$ cat src/rtl/linear_network_multicast_pipe.sv
// rtl/linear_network_multicast_pipe.sv - elastic multicast pipeline, one register stage per node
// A packet walks the chain and drops a copy at every node named in its destination bitmask.
module linear_network_multicast_pipe #(
    parameter int DATA_WIDTH = 32,
    parameter int NUM_NODE   = 4
) (
    input  logic                           clk,
    input  logic                           rst,
    input  logic                           i_en,
    input  logic                           i_valid,
    output logic                           o_ready,
    input  logic [DATA_WIDTH-1:0]          i_data_bus,
    input  logic [NUM_NODE-1:0]            i_dest_mask,
    output logic [NUM_NODE-1:0]            o_valid,
    input  logic [NUM_NODE-1:0]            i_ready,
    output logic [NUM_NODE*DATA_WIDTH-1:0] o_data_bus,
    output logic                           o_busy
);

    logic [NUM_NODE-1:0]   r_valid;
    logic [DATA_WIDTH-1:0] r_data [NUM_NODE];
    logic [NUM_NODE-1:0]   r_mask [NUM_NODE];

    logic [NUM_NODE-1:0]   w_loc, w_fwd, w_loc_done, w_fwd_done, w_empties, w_load;
    logic [NUM_NODE:0]     w_acc;
    logic [DATA_WIDTH-1:0] w_in_data [NUM_NODE];
    logic [NUM_NODE-1:0]   w_in_mask [NUM_NODE];
    logic [NUM_NODE-1:0]   w_keep    [NUM_NODE];

    // Bits strictly above position k: the destinations still downstream of stage k.
    function automatic logic [NUM_NODE-1:0] hi_bits(input int k);
        logic [NUM_NODE-1:0] m;
        for (int j = 0; j < NUM_NODE; j++) begin
            m[j] = (j > k);
        end
        return m;
    endfunction

    // Accept ripples from tail to head so a stage that empties this cycle can reload at once.
    always_comb begin
        w_loc      = '0;
        w_fwd      = '0;
        w_loc_done = '0;
        w_fwd_done = '0;
        w_empties  = '0;
        w_acc      = '0;
        for (int k = NUM_NODE - 1; k >= 0; k--) begin
            w_loc[k]      = r_valid[k] & r_mask[k][k];
            w_fwd[k]      = r_valid[k] & (|(r_mask[k] & hi_bits(k)));
            w_loc_done[k] = i_en & w_loc[k] & i_ready[k];
            w_fwd_done[k] = i_en & w_fwd[k] & w_acc[k+1];
            w_empties[k]  = (~w_loc[k] | w_loc_done[k]) & (~w_fwd[k] | w_fwd_done[k]);
            w_acc[k]      = i_en & (~r_valid[k] | w_empties[k]);
        end
    end

    always_comb begin
        w_load       = '0;
        w_in_data[0] = i_data_bus;
        w_in_mask[0] = i_dest_mask;
        w_load[0]    = i_valid & w_acc[0] & (|i_dest_mask);
        for (int k = 1; k < NUM_NODE; k++) begin
            w_load[k]    = w_fwd_done[k-1];
            w_in_data[k] = r_data[k-1];
            w_in_mask[k] = r_mask[k-1] & hi_bits(k - 1);
        end
        for (int k = 0; k < NUM_NODE; k++) begin
            w_keep[k] = r_mask[k];
            if (w_loc_done[k]) begin
                w_keep[k][k] = 1'b0;
            end
            if (w_fwd_done[k]) begin
                w_keep[k] = w_keep[k] & ~hi_bits(k);
            end
        end
    end

    always_ff @(posedge clk or posedge rst) begin
        if (rst) begin
            r_valid <= '0;
            for (int k = 0; k < NUM_NODE; k++) begin
                r_data[k] <= '0;
                r_mask[k] <= '0;
            end
        end else if (i_en) begin
            for (int k = 0; k < NUM_NODE; k++) begin
                if (w_load[k]) begin
                    r_valid[k] <= 1'b1;
                    r_data[k]  <= w_in_data[k];
                    r_mask[k]  <= w_in_mask[k];
                end else if (r_valid[k] & w_empties[k]) begin
                    r_valid[k] <= 1'b0;
                    r_mask[k]  <= '0;
                end else if (r_valid[k]) begin
                    r_mask[k]  <= w_keep[k];
                end
            end
        end
    end

    always_comb begin
        o_ready    = w_acc[0] & ~rst;
        o_valid    = {NUM_NODE{i_en}} & w_loc;
        o_busy     = |r_valid;
        o_data_bus = '0;
        for (int k = 0; k < NUM_NODE; k++) begin
            if (o_valid[k]) begin
                o_data_bus[k*DATA_WIDTH +: DATA_WIDTH] = r_data[k];
            end
        end
    end

endmodule

$ cat config.mk
export PLATFORM = sky130hd
export DESIGN_NAME = linear_network_multicast_pipe
export DESIGN_NICKNAME = d
export VERILOG_FILES = /design/src/rtl/linear_network_multicast_pipe.sv
export SDC_FILE = /design/constraint.sdc
export NUM_CORES = 1
export LEC_CHECK = 0
export BUFFER_PORTS_ARGS = -buffer_cell sky130_fd_sc_hd__buf_4
export CAP_MARGIN = 20
export CELL_PAD_IN_SITES_DETAIL_PLACEMENT = 1
export CELL_PAD_IN_SITES_GLOBAL_PLACEMENT = 1
export CORE_ASPECT_RATIO = 2
export CORE_MARGIN = 10
export CORE_UTILIZATION = 42
export CTS_CLUSTER_SIZE = 10
export DETAILED_ROUTE_END_ITERATION = 8
export PLACE_DENSITY = 0.79
export SLEW_MARGIN = 20
export SYNTH_ARGS = -nofsm -noshare
export SYNTH_HDL_FRONTEND = slang
export SYNTH_SLANG_ARGS = --single-unit
$ cat constraint.sdc
create_clock -name clk -period 5.6 [get_ports clk]
set_clock_uncertainty 0.1 [all_clocks]
set_input_delay 0.56 -clock clk [delete_from_list [all_inputs] [get_ports clk]]
set_output_delay 0.56 -clock clk [all_outputs]
set_load 0.005 [all_outputs]
Yosys cells after proc, flatten, opt, wreduce, memory -nomap -nowiden
Index checks and enable logic that the tools add are counted.

cells by class
  reduce and logical (&&, ||, !) cells = 31
  multiplexer cells = 31
  multipliers = 0
  order comparisons = 0
  bitwise logic cells = 59
  div/mod/pow operators = 0
  equal/unequal tests = 0
  shift-type cells = 0
  add/sub/neg operators = 0

operators by type and width
  kind                 count
  2-to-1 mux 32 bit    4
  2-to-1 mux 4 bit     15
  AND 1 bit            35
  nonzero test 3 bit   8
  AND reduction 2 bit  11
  2-to-1 mux 1 bit     12
  inverter 1 bit       12
  AND reduction 3 bit  4
  bitwise OR 1 bit     11
  nonzero test 2 bit   4
  OR reduction 4 bit   2
  AND 4 bit            1
  OR reduction 3 bit   1
  OR reduction 2 bit   1

word-level totals
  bits in latches = 0
  register bits = 142
  memories = 0
  RAM bits = 0
  memory bits (read-only) = 0
  output and inout bits = 134
  word-level logic and storage cells = 136
  input bits = 44

Depth between registers and ports, before layout
Gate-level depths: netlist (run 1).

  word-level depth = 25
  mapped depth = 6
  gate-level depth less buffers = 5

Worst setup path before layout (run 1)
No wires, ideal clock.

  path type = input -> output
  from = input port rst
  to = output port o_ready
  path slack = 1.040 ns
  data required time = 4.940 ns
  stages on the path = 2
  arrival time = 3.900 ns
  path buffers = 0
  path through = inv_1 -> and2_1

between the ends
  word-level cells in the longest chain between the ends = 2

ends and longest elaborated chain
  item                RTL line  source
  start: declaration  8         input logic rst,
  inverter 1 bit      102       o_ready = w_acc[0] & ~rst;
  AND 1 bit           102
  end: declaration    11        output logic o_ready,

Every way passes these cells.

Worst setup path after layout (run 1)
  from = register r_valid[3]
  to = register r_data[78] (netlist bit)

between the ends
  word-level cells in the longest chain between the ends = 18
  elaborated cells on any way between the ends = 20
  those cells by class = bitwise: 19; reduce/logical: 1

ends and longest elaborated chain
  item                                    RTL line  source
  start: declaration                      20        logic [NUM_NODE-1:0] r_valid;
  start signal: assignment                80        r_valid <= '0;
  start signal: indexed assignment        88        r_valid[k] <= 1'b1;
  start signal: indexed assignment        92        r_valid[k] <= 1'b0;
  AND 1 bit                               48        w_loc[k] = r_valid[k] & r_mask[k][k];
  AND 1 bit (2 in series)                 50        w_loc_done[k] = i_en & w_loc[k] & i_ready[k];
  bitwise OR 1 bit                        52        w_empties[k] = (~w_loc[k] | w_loc_done[k]) & (~w_fwd[k] | w_fwd_done[k]);
  bitwise OR 1 bit *                      53        w_acc[k] = i_en & (~r_valid[k] | w_empties[k]);
  AND 1 bit *                             53
  AND 1 bit *                             51        w_fwd_done[k] = i_en & w_fwd[k] & w_acc[k+1];
  bitwise OR 1 bit *                      52
  AND 1 bit *                             52
  bitwise OR 1 bit *                      53
  AND 1 bit *                             53
  AND 1 bit *                             51
  bitwise OR 1 bit *                      52
  AND 1 bit *                             52
  bitwise OR 1 bit *                      53
  AND 1 bit *                             53
  AND 1 bit *                             51
  AND reduction 2 bit (no source line) *  n/a
  end signal: indexed assignment          89        r_data[k] <= w_in_data[k];
  end: declaration                        21        logic [DATA_WIDTH-1:0] r_data [NUM_NODE];

Every way passes the cells marked *; elsewhere a longest branch is shown, timed or not.
A chain may end at the register's enable or synchronous reset.

==> out/qor.yml, run 1 <==
run_status:
  status: "complete, no violations"
finish:
  fin_util: 0.565
  final_cell_area_um2: 8640
  fill_cells: 1571
  area_growth_pct: 32.5
  final_cell_mix: "buf_4, dfrtp_1, and2_1, mux2_2, mux2_4"
  final_cells: 878
  drive_gt1_frac: 0.522
  nNetsFinal: 709
  layout.cells.most_common: "buf_4"
  seq_area_um2: 3550
  multi_input_area_um2: 2840
sta:
  timing.final.ws_setup_ns: 2.87
  maxSlewViolCount: 0
  fin_crit_sh: 0.488
  hold_viol_final: 0
  fmax_ghz: 0.366
  setup_viol: 0
  setup_tns_ns: 0
  max_slew.worst_pin.slew_ns: 1.10
  slew_headroom: 0.267
  rsz0062_at_grt: "false"
  post-route-min-period_ns: 2.73
yosys:
  syn_area_um2: 6520
  synth_top_area_cell: "dfrtp_1"
  yosys.area_share.simple: 0.151
  synth_top_family_by_area: "multiplexers"
  synth_top_area_frac: 0.545
  synth.area.mux_share: 0.238
  synth_area_per_cell_um2: 13.2
  yosysWarnings: 0
  synth_compound_area_frac: 0.0413
  syn_nets: 537
  synth_xor_xnor_area_share: 0
  seq_area_frac_synth: 0.545
  ys_types: 36
  synth.area.top_cells: "dfrtp_1, mux2_2, and2_1"
  synthAdderAreaFrac: 0
  synth-seq-cells: 142
  syn_inst: 493
worst_setup_path:
  arrival_ns: 2.93
  crit_required_ns: 5.80
  reg2reg_to: "r_data[78]$_DFFE_PP0P_"
  startpoint_type: "register"
  path_class: "register to register"
  cp_max_fo: 32
  ff2ff_setup_slack_ns: 2.87
  crit_path_end: "r_data[78]$_DFFE_PP0P_"
  worstSetupEndpointType: "register"
  worstRegToRegCells: 5
  cp-startpoint: "r_valid[3]$_DFFE_PP0P_"
  r2r-start: "r_valid[3]$_DFFE_PP0P_"
die:
  core-area_um2: 15300
  io_pins: 178
  dieArea_um2: 21200
  die_w_um: 108
  num_rows: 64
  start_util: 0.426
  die_h_um: 196
route:
  wl_um: 19500
  vias_per_cell: 5.14
  dr.pass1.iters: 4
  routed-via-count: 4512
  drtIter0Drc: 111
  route.detailed.drc: 0
  wl_per_cell_um: 22.2
  ant_nets: 0
cts:
  clk_pin_slew_worst_paths_ns: 0.06
  ctsResizeCount: 0
  cts_buffers: 17
  post_cts_buffers: 0
  cts_sinks: 142
  tritoncts: "done"
  clkLatencyLatePin_ns: 0.43
  cts_max_path_buffers: 2
  htree_levels: 4
  holdBufCountCts: 0
  cts-root-buf: "clkbuf_16"
grt:
  grt_overflow: 0
  grt_max_degree: 77
  grt_busiest_layer: "met2"
  grtUsageTotal: 0.185
  grt_pass1_wl_um: 29900
  use_met1: 0.174
  grt_pass1_vias: 5190
  use_met3: 0.0496
  antenna_found_initial: 2
  gr-usage-met2: 0.346
placement:
  placed_cell_area_um2: 8000
  preCtsSetupSlack_ns: 2.60
  dp_hpwl_um: 14000
  port_buffers: 177
  gp_congestion: 0.805
  dpl.cell_count: 843
power:
  p_leak_nw: 4.32
  power.density_nw_per_um2: 445
  ir_drop_v: 0.000236
job:
  drv_cap: 0
worst_hold_path:
  hold_class: "primary input to asynchronous set/reset pin"
==> Yosys cell counts, drive strengths merged <==
| cell type | instances |
|---|---|
| inv | 4 |
| dfrtp | 142 |
| nor2b | 2 |
| nand3 | 4 |
| o21ai | 8 |
| or4 | 1 |
| buf | 14 |
| and4b | 1 |
| o221ai | 2 |
| nor2 | 6 |
| nand3b | 2 |
| or2 | 1 |
| a22o | 4 |
| o21a | 1 |
| nor3b | 1 |
| a31oi | 1 |
| clkbuf | 13 |
| and2 | 131 |
| a21oi | 3 |
| o41a | 1 |
| o41ai | 1 |
| nand2 | 6 |
| o221a | 1 |
| a21o | 4 |
| a21boi | 1 |
| mux2 | 128 |
| a32o | 4 |
| o31ai | 1 |
| a221o | 1 |
| and3 | 4 |
==> critical path: stages, from the launching register on <==
cell and delay, ns:
dfrtp_1 0.46, and4b_1 0.27, o221a_4 0.25, nor3b_4 0.31, nand2_2 0.66, mux2_4 0.54
==> flip-flops by register name (all words and copies together), names as in the netlist <==
| signal | cells |
|---|---|
| r_data | 128 |
| r_mask | 10 |
| r_valid | 4 |
==> layer usage <==
metal | part of all wire | routed length (um)
met1 | 0.34 | 6620
met5 | 0 | 0
met2 | 0.58 | 11200
met3 | 0.044 | 847
met4 | 0.040 | 779
==> through the flow <==
stage          power, mW  hold slack [ns]
2_1_floorplan       2.31            0.372
3_3_place_gp        2.60            0.381
3_5_place_dp        2.69            0.388
4_1_cts             3.87            0.139
5_1_grt             4.06            0.157
6_report            3.84            0.112
==> final cells by class <==
class	count	share of cell area
Sequential cell	142	0.411
Multi-Input combinational cell	320	0.328
Timing Repair Buffer	180	0.159
Clock buffer	19	0.0524
Tap cell	198	0.0287
Clock inverter	13	0.0181
Inverter	4	0.00232
Antenna cell	2	0.000579
==> how the worst min path moves through the flow <==
stage	start	end	slack (ns)	depth (start not counted)
floorplan	r_data[0]$_DFFE_PP0P_	r_data[0]$_DFFE_PP0P_	0.37	1
global placement	r_data[21]$_DFFE_PP0P_	r_data[21]$_DFFE_PP0P_	0.38	1
detailed placement	r_data[3]$_DFFE_PP0P_	r_data[3]$_DFFE_PP0P_	0.39	1
CTS	rst	r_data[0]$_DFFE_PP0P_	0.14	2
global route	rst	r_mask[3]$_DFFE_PP0P_	0.16	2
finish	rst	r_mask[3]$_DFFE_PP0P_	0.11	2
==> where the power goes <==
group / switching (mW) / leakage, nW / internal [mW] / total [mW]
logic: 0.347 / 2.26 / 0.593 / 0.940
clock network: 0.464 / 0.293 / 0.690 / 1.15
registers: 0.342 / 1.77 / 1.41 / 1.75
total: 1.15 / 4.32 / 2.69 / 3.84
==> cells by family (layout without fill, tap and decap cells) <==
kind of cell	count (synthesis)	in the layout
buf+inv	31	216
compound gates	33	33
other cells	0	2
mux	128	128
simple gates	159	159
flops	142	142
No activity file was read; power rests on OpenSTA's default activity.
==> run 2, diff against run 1 <==
clock period = 2.7 ns   (was 5.6 ns; I/O delays follow)
==> out/qor.yml, run 2 (synthesis results as in run 1) <==
finish:
  largest_reg_flops: 128  # unchanged
  fin_util: 0.591  # +0.0256
  drive_gt1_frac: 0.499  # -0.0235
  final_cell_mix: "buf_4, dfrtp_1, and2_1, mux2_2, dlygate4sd3_1"
  layout.cells.most_common: "buf_4"
  antenna_cells: 0  # -2
  nNetsFinal: 751  # +5.9%
  regMostFlops: "r_data"
  reg_top3: "r_data: 128 flops, r_mask: 10 flops, r_valid: 4 flops"
  area_growth_pct: 38.5
  final_cell_area_um2: 9030  # +4.5%
power:
  power.density_nw_per_um2: 879  # +98%
  p_comb_frac: 0.253  # +0.008
  p_sw_frac: 0.299  # -0.000889
  clkPwrFrac: 0.292  # -0.008
  p_leak_nw: 4.48  # +3.8%
  ir_drop_v: 0.000502  # +110%
  p_int_mw: 5.56  # +110%
  seqPwrFrac: 0.455  # about the same
  switching_power_mw: 2.38  # +110%
grt:
  grt_overflow: 0  # unchanged
  grt_max_degree: 143  # +86%
  grt_pass1_vias: 5457  # +5.1%
  antenna_found_initial: 0  # -2
  grtUsageTotal: 0.191  # +0.00620
  grt_pass1_wl_um: 31400  # +4.9%
die:
  dieArea_um2: 21200  # unchanged
  core-area_um2: 15300  # unchanged
  num_rows: 64  # unchanged
  die_h_um: 196  # unchanged
  die_w_um: 108  # unchanged
  io_pins: 178  # unchanged
  start_util: 0.426  # unchanged
sta:
  maxSlewViolCount: 0  # unchanged
  rsz0062_at_grt: "false"
  fin_hold_ws_ns: -0.00782  # -0.120 ns
  hold_viol_final: 6  # +6
  max_slew.worst_pin.slew_ns: 0.791  # -0.304 ns
  slew_headroom: 0.472  # +0.205
  post-route-min-period_ns: 2.47
  fin_crit_sh: 0.914
  fmax_ghz: 0.405
  setup_viol: 0  # unchanged
placement:
  dp_hpwl_um: 14600  # +4.4%
  placed_cell_area_um2: 8130  # +1.6%
  gp_congestion: 0.849  # +5.5%
  port_buffers: 177  # unchanged
cts:
  htree_levels: 4  # unchanged
  tritoncts: "done"
  clkLatencyLatePin_ns: 0.42  # about the same
  ctsResizeCount: 0  # unchanged
  cts_max_path_buffers: 2  # unchanged
  cts-root-buf: "clkbuf_16"
  clk_pin_slew_worst_paths_ns: 0.06  # about the same
  cts_sinks: 142  # unchanged
  cts_buffers: 17  # unchanged
route:
  drtIter0Drc: 105  # -5.4%
  vias_per_cell: 5.08  # -1.2%
  wl_um: 20200  # +3.8%
  routed-via-count: 4662  # +3.3%
  route.detailed.drc: 0  # unchanged
  wl_per_cell_um: 22.0  # -0.68%
  ant_nets: 0  # unchanged
  dr.pass1.iters: 4  # unchanged
worst_setup_path:
  arrival_ns: 2.10  # -0.83 ns
  startpoint_type: "register"
  path_class: "register to output pin"
  crit_required_ns: 2.33  # -3.47 ns
  crit_path_max_incr_delay_ns: 0.57  # -0.09 ns
  worstRegToRegCells: 6  # +1
  worstSetupEndpointType: "output pin"
  r2r-start: "r_valid[3]$_DFFE_PP0P_"
  cp-startpoint: "r_valid[2]$_DFFE_PP0P_"
  cp_max_fo: 24  # -25%
  cp_cell_sequence: "and3_1, buf_12, and2_1, buf_4"
  slowest_stage: "dfrtp_1"
run_status:
  status: "finished with violations"
  violations: "hold timing"
worst_hold_path:
  hold_class: "primary input to asynchronous set/reset pin"
job:
  drv_cap: 0  # unchanged
## run 2: worst paths after layout
check | endpoint | slack (ns)
worst max register to register | r_data[80]$_DFFE_PP0P_ | 0.50
worst max-delay path | o_data_bus[80] | 0.23
max in group asynchronous | r_mask[13]$_DFFE_PP0P_ | 1.89
worst min register to register | r_data[24]$_DFFE_PP0P_ | 0.40
worst min-delay path | r_mask[15]$_DFFE_PP0P_ | -0.008
min in group clk | r_data[98]$_DFFE_PP0P_ | 0.01
## run 2: power by group through the flow
| stage | logic (mW) | clock network (mW) | registers, mW |
|---|---|---|---|
| after floorplan | 1.47 | 0 | 3.31 |
| after global placement | 1.88 | 0 | 3.56 |
| after detailed placement | 1.97 | 0 | 3.63 |
| after CTS | 2.04 | 2.36 | 3.61 |
| after global routing | 2.17 | 2.45 | 3.73 |
| final | 2.01 | 2.32 | 3.61 |
## run 2: area by class of cell
class / instances / area (um^2)
fillers: 1548 / 6260
flip-flops and latches: 142 / 3550
multi-input cells: 320 / 2830
repair buffers: 222 / 1800
clock buffers: 18 / 429
well taps: 198 / 248
clock inverters: 14 / 158
inverters: 4 / 18.8
## run 2: worst max-delay path, delay by kind of cell (launching register included)
kind	cells	cell delay, ns
DFF	1	0.57
buffers and inverters	2	0.36
and+or+nand+nor	2	0.75
## run 2: repair_timing
item / 4_1_cts / 5_1_grt
endpoints found under the hold margin: 32 / 0
buffers inserted: 0 / 0
hold buffers: 32 / 0
## run 2: per-stage QoR
stage | hold WS [ns] | worst slack [ns] | instances | power, mW | setup TNS, ns
floorplan | 0.303 | -0.418 | 493 | 4.78 | -0.418
detailed placement | 0.388 | 0.526 | 854 | 5.60 | 0
CTS | 0.000207 | 0.227 | 918 | 8.01 | 0
global route | 0.00827 | 0.112 | 918 | 8.36 | 0
finish | -0.00782 | 0.233 | 918 | 7.94 | 0
global placement | 0.381 | 0.613 | 854 | 5.43 | 0
## run 2: metal layers
metal | GRT usage | share of wire
met1 | 0.180 | 0.34
met2 | 0.378 | 0.60
met3 | 0.0430 | 0.041
met4 | 0.0672 | 0.023
met5 | 0 | 0
==> run 3, diff against run 2 <==
HOLD_SLACK_MARGIN = 0.03   (was default)
==> out/qor.yml, run 3 (synthesis results as in run 1) <==
route:
  routed-via-count: 4684  # +0.47%
  dr.pass1.iters: 4  # unchanged
  wl_per_cell_um: 22.0  # about the same
  wl_um: 20300  # +0.50%
  drtIter0Drc: 95  # -9.5%
  route.detailed.drc: 0  # unchanged
  ant_nets: 0  # unchanged
  vias_per_cell: 5.08  # about the same
power:
  ir_drop_v: 0.000502  # about the same
  p_leak_nw: 4.50  # +0.37%
  seqPwrFrac: 0.455  # about the same
  switching_power_mw: 2.38  # +0.26%
  power_mw: 7.95  # +0.13%
  p_int_mw: 5.57  # about the same
  clkPwrFrac: 0.292  # about the same
  p_comb_frac: 0.253  # about the same
  p_sw_frac: 0.300  # +0.000403
  power.density_nw_per_um2: 876  # -0.32%
placement:
  dpl.cell_count: 854  # unchanged
  placed_cell_area_um2: 8130  # unchanged
  preCtsSetupSlack_ns: 0.526  # unchanged
  dp_hpwl_um: 14600  # unchanged
  gp_congestion: 0.849  # unchanged
  port_buffers: 177  # unchanged
finish:
  final_cell_area_um2: 9070  # +0.44%
  final_cells: 922  # +0.44%
  layout.cells.most_common: "buf_4"
  largest_reg_flops: 128  # unchanged
  fin_util: 0.593  # +0.00262
  drive_gt1_frac: 0.496  # -0.00275
  nNetsFinal: 755  # +0.53%
  reg_top3: "r_data: 128 flops, r_mask: 10 flops, r_valid: 4 flops"
  regMostFlops: "r_data"
  area_growth_pct: 39.1
  final_cell_mix: "buf_4, dfrtp_1, and2_1, mux2_2, dlygate4sd3_1"
  antenna_cells: 0  # unchanged
die:
  die_h_um: 196  # unchanged
  core-area_um2: 15300  # unchanged
  num_rows: 64  # unchanged
  dieArea_um2: 21200  # unchanged
  die_w_um: 108  # unchanged
  io_pins: 178  # unchanged
  start_util: 0.426  # unchanged
worst_setup_path:
  slowest_stage: "dfrtp_1"
  cp_max_fo: 24  # unchanged
  path_class: "register to output pin"
  worstSetupEndpointType: "output pin"
  crit_path_max_incr_delay_ns: 0.58  # about the same
  cp_cell_sequence: "and3_1, buf_12, and2_1, buf_4"
  crit_required_ns: 2.33  # about the same
  startpoint_type: "register"
  arrival_ns: 2.09  # about the same
run_status:
  status: "finished with violations"
  violations: "hold timing"
sta:
  fin_hold_ws_ns: -0.0193  # -0.0115 ns
  max_slew.worst_pin.slew_ns: 0.803  # +0.0112 ns
  hold_viol_final: 7  # +1
  fin_crit_sh: 0.911  # -0.00281
  slew_headroom: 0.465  # -0.00748
  maxSlewViolCount: 0  # unchanged
  post-route-min-period_ns: 2.46  # -0.00758 ns
  setup_viol: 0  # unchanged
  rsz0062_at_grt: "false"
  setup_tns_ns: 0  # unchanged
  timing.final.ws_setup_ns: 0.240  # +0.00758 ns
  fmax_ghz: 0.407  # +0.31%
cts:
  tritoncts: "done"
  clkLatencyLatePin_ns: 0.41  # about the same
  cts_sinks: 142  # unchanged
  htree_levels: 4  # unchanged
  cts_max_path_buffers: 2  # unchanged
  cts-root-buf: "clkbuf_16"
  cts_buffers: 17  # unchanged
  clk_pin_slew_worst_paths_ns: 0.06  # about the same
grt:
  grt_pass1_wl_um: 31500  # +0.40%
  grt_pass1_vias: 5483  # +0.48%
  grtUsageTotal: 0.192  # +0.000745
  grt_max_degree: 143  # unchanged
  antenna_found_initial: 0  # unchanged
  grt_overflow: 0  # unchanged
worst_hold_path:
  hold_class: "primary input to asynchronous set/reset pin"
job:
  drv_cap: 0  # unchanged
-- run 3: cell count changes in the layout (fill, tap and decap cells not counted), sizes merged --
cell	before	now
dlygate4sd3	32	36
-- run 3: final timing paths --
check / start / end / slack (ns) / depth (start not counted)
hold reg to reg: r_data[20]$_DFFE_PP0P_ / r_data[20]$_DFFE_PP0P_ / 0.40 / 1
setup reg to reg: r_valid[3]$_DFFE_PP0P_ / r_data[80]$_DFFE_PP0P_ / 0.51 / 6
setup / recovery: r_valid[2]$_DFFE_PP0P_ / o_data_bus[80] / 0.24 / 4
max in group asynchronous: rst / r_data[60]$_DFFE_PP0P_ / 1.88 / 3
min in group clk: i_ready[3] / r_mask[3]$_DFFE_PP0P_ / 0.12 / 3
hold / removal: rst / r_mask[15]$_DFFE_PP0P_ / -0.02 / 3
-- run 3: worst max-delay path, delay by kind of cell, from the launching register on --
| kind | cells | cell delay [ns] |
|---|---|---|
| flops | 1 | 0.58 |
| simple gates | 2 | 0.74 |
| buf+inv | 2 | 0.37 |
-- run 3: power by group through the flow --
stage / clock network [mW] / logic, mW / registers [mW]
5_1_grt: 2.45 / 2.18 / 3.73
6_report: 2.32 / 2.01 / 3.62
3_5_place_dp: 0 / 1.97 / 3.63
4_1_cts: 2.36 / 2.04 / 3.61
3_3_place_gp: 0 / 1.88 / 3.56
2_1_floorplan: 0 / 1.47 / 3.31
-- run 3: layer usage --
| layer | wire, um | GRT usage | vias up |
|---|---|---|---|
| li1 | - | - | 2117 |
| met1 | 6920 | 0.181 | 2434 |
| met2 | 12100 | 0.380 | 112 |
| met3 | 832 | 0.0430 | 21 |
| met4 | 438 | 0.0672 | 0 |
| met5 | 0 | 0 | - |
-- run 3: layout make-up --
class | count | area [um^2]
fillers | 1542 | 6220
flip-flops and latches | 142 | 3550
multi-input cells | 320 | 2830
repair buffers | 226 | 1840
clock buffers | 18 | 429
well taps | 198 | 248
clock inverters | 14 | 158
inverters | 4 | 18.8
-- run 3: timing repair --
| item | CTS | global route |
|---|---|---|
| buffers inserted | 0 | 0 |
| resized for setup | 0 | 0 |
| hold buffers | 36 | 0 |
| endpoints found under the hold margin | 36 | 0 |
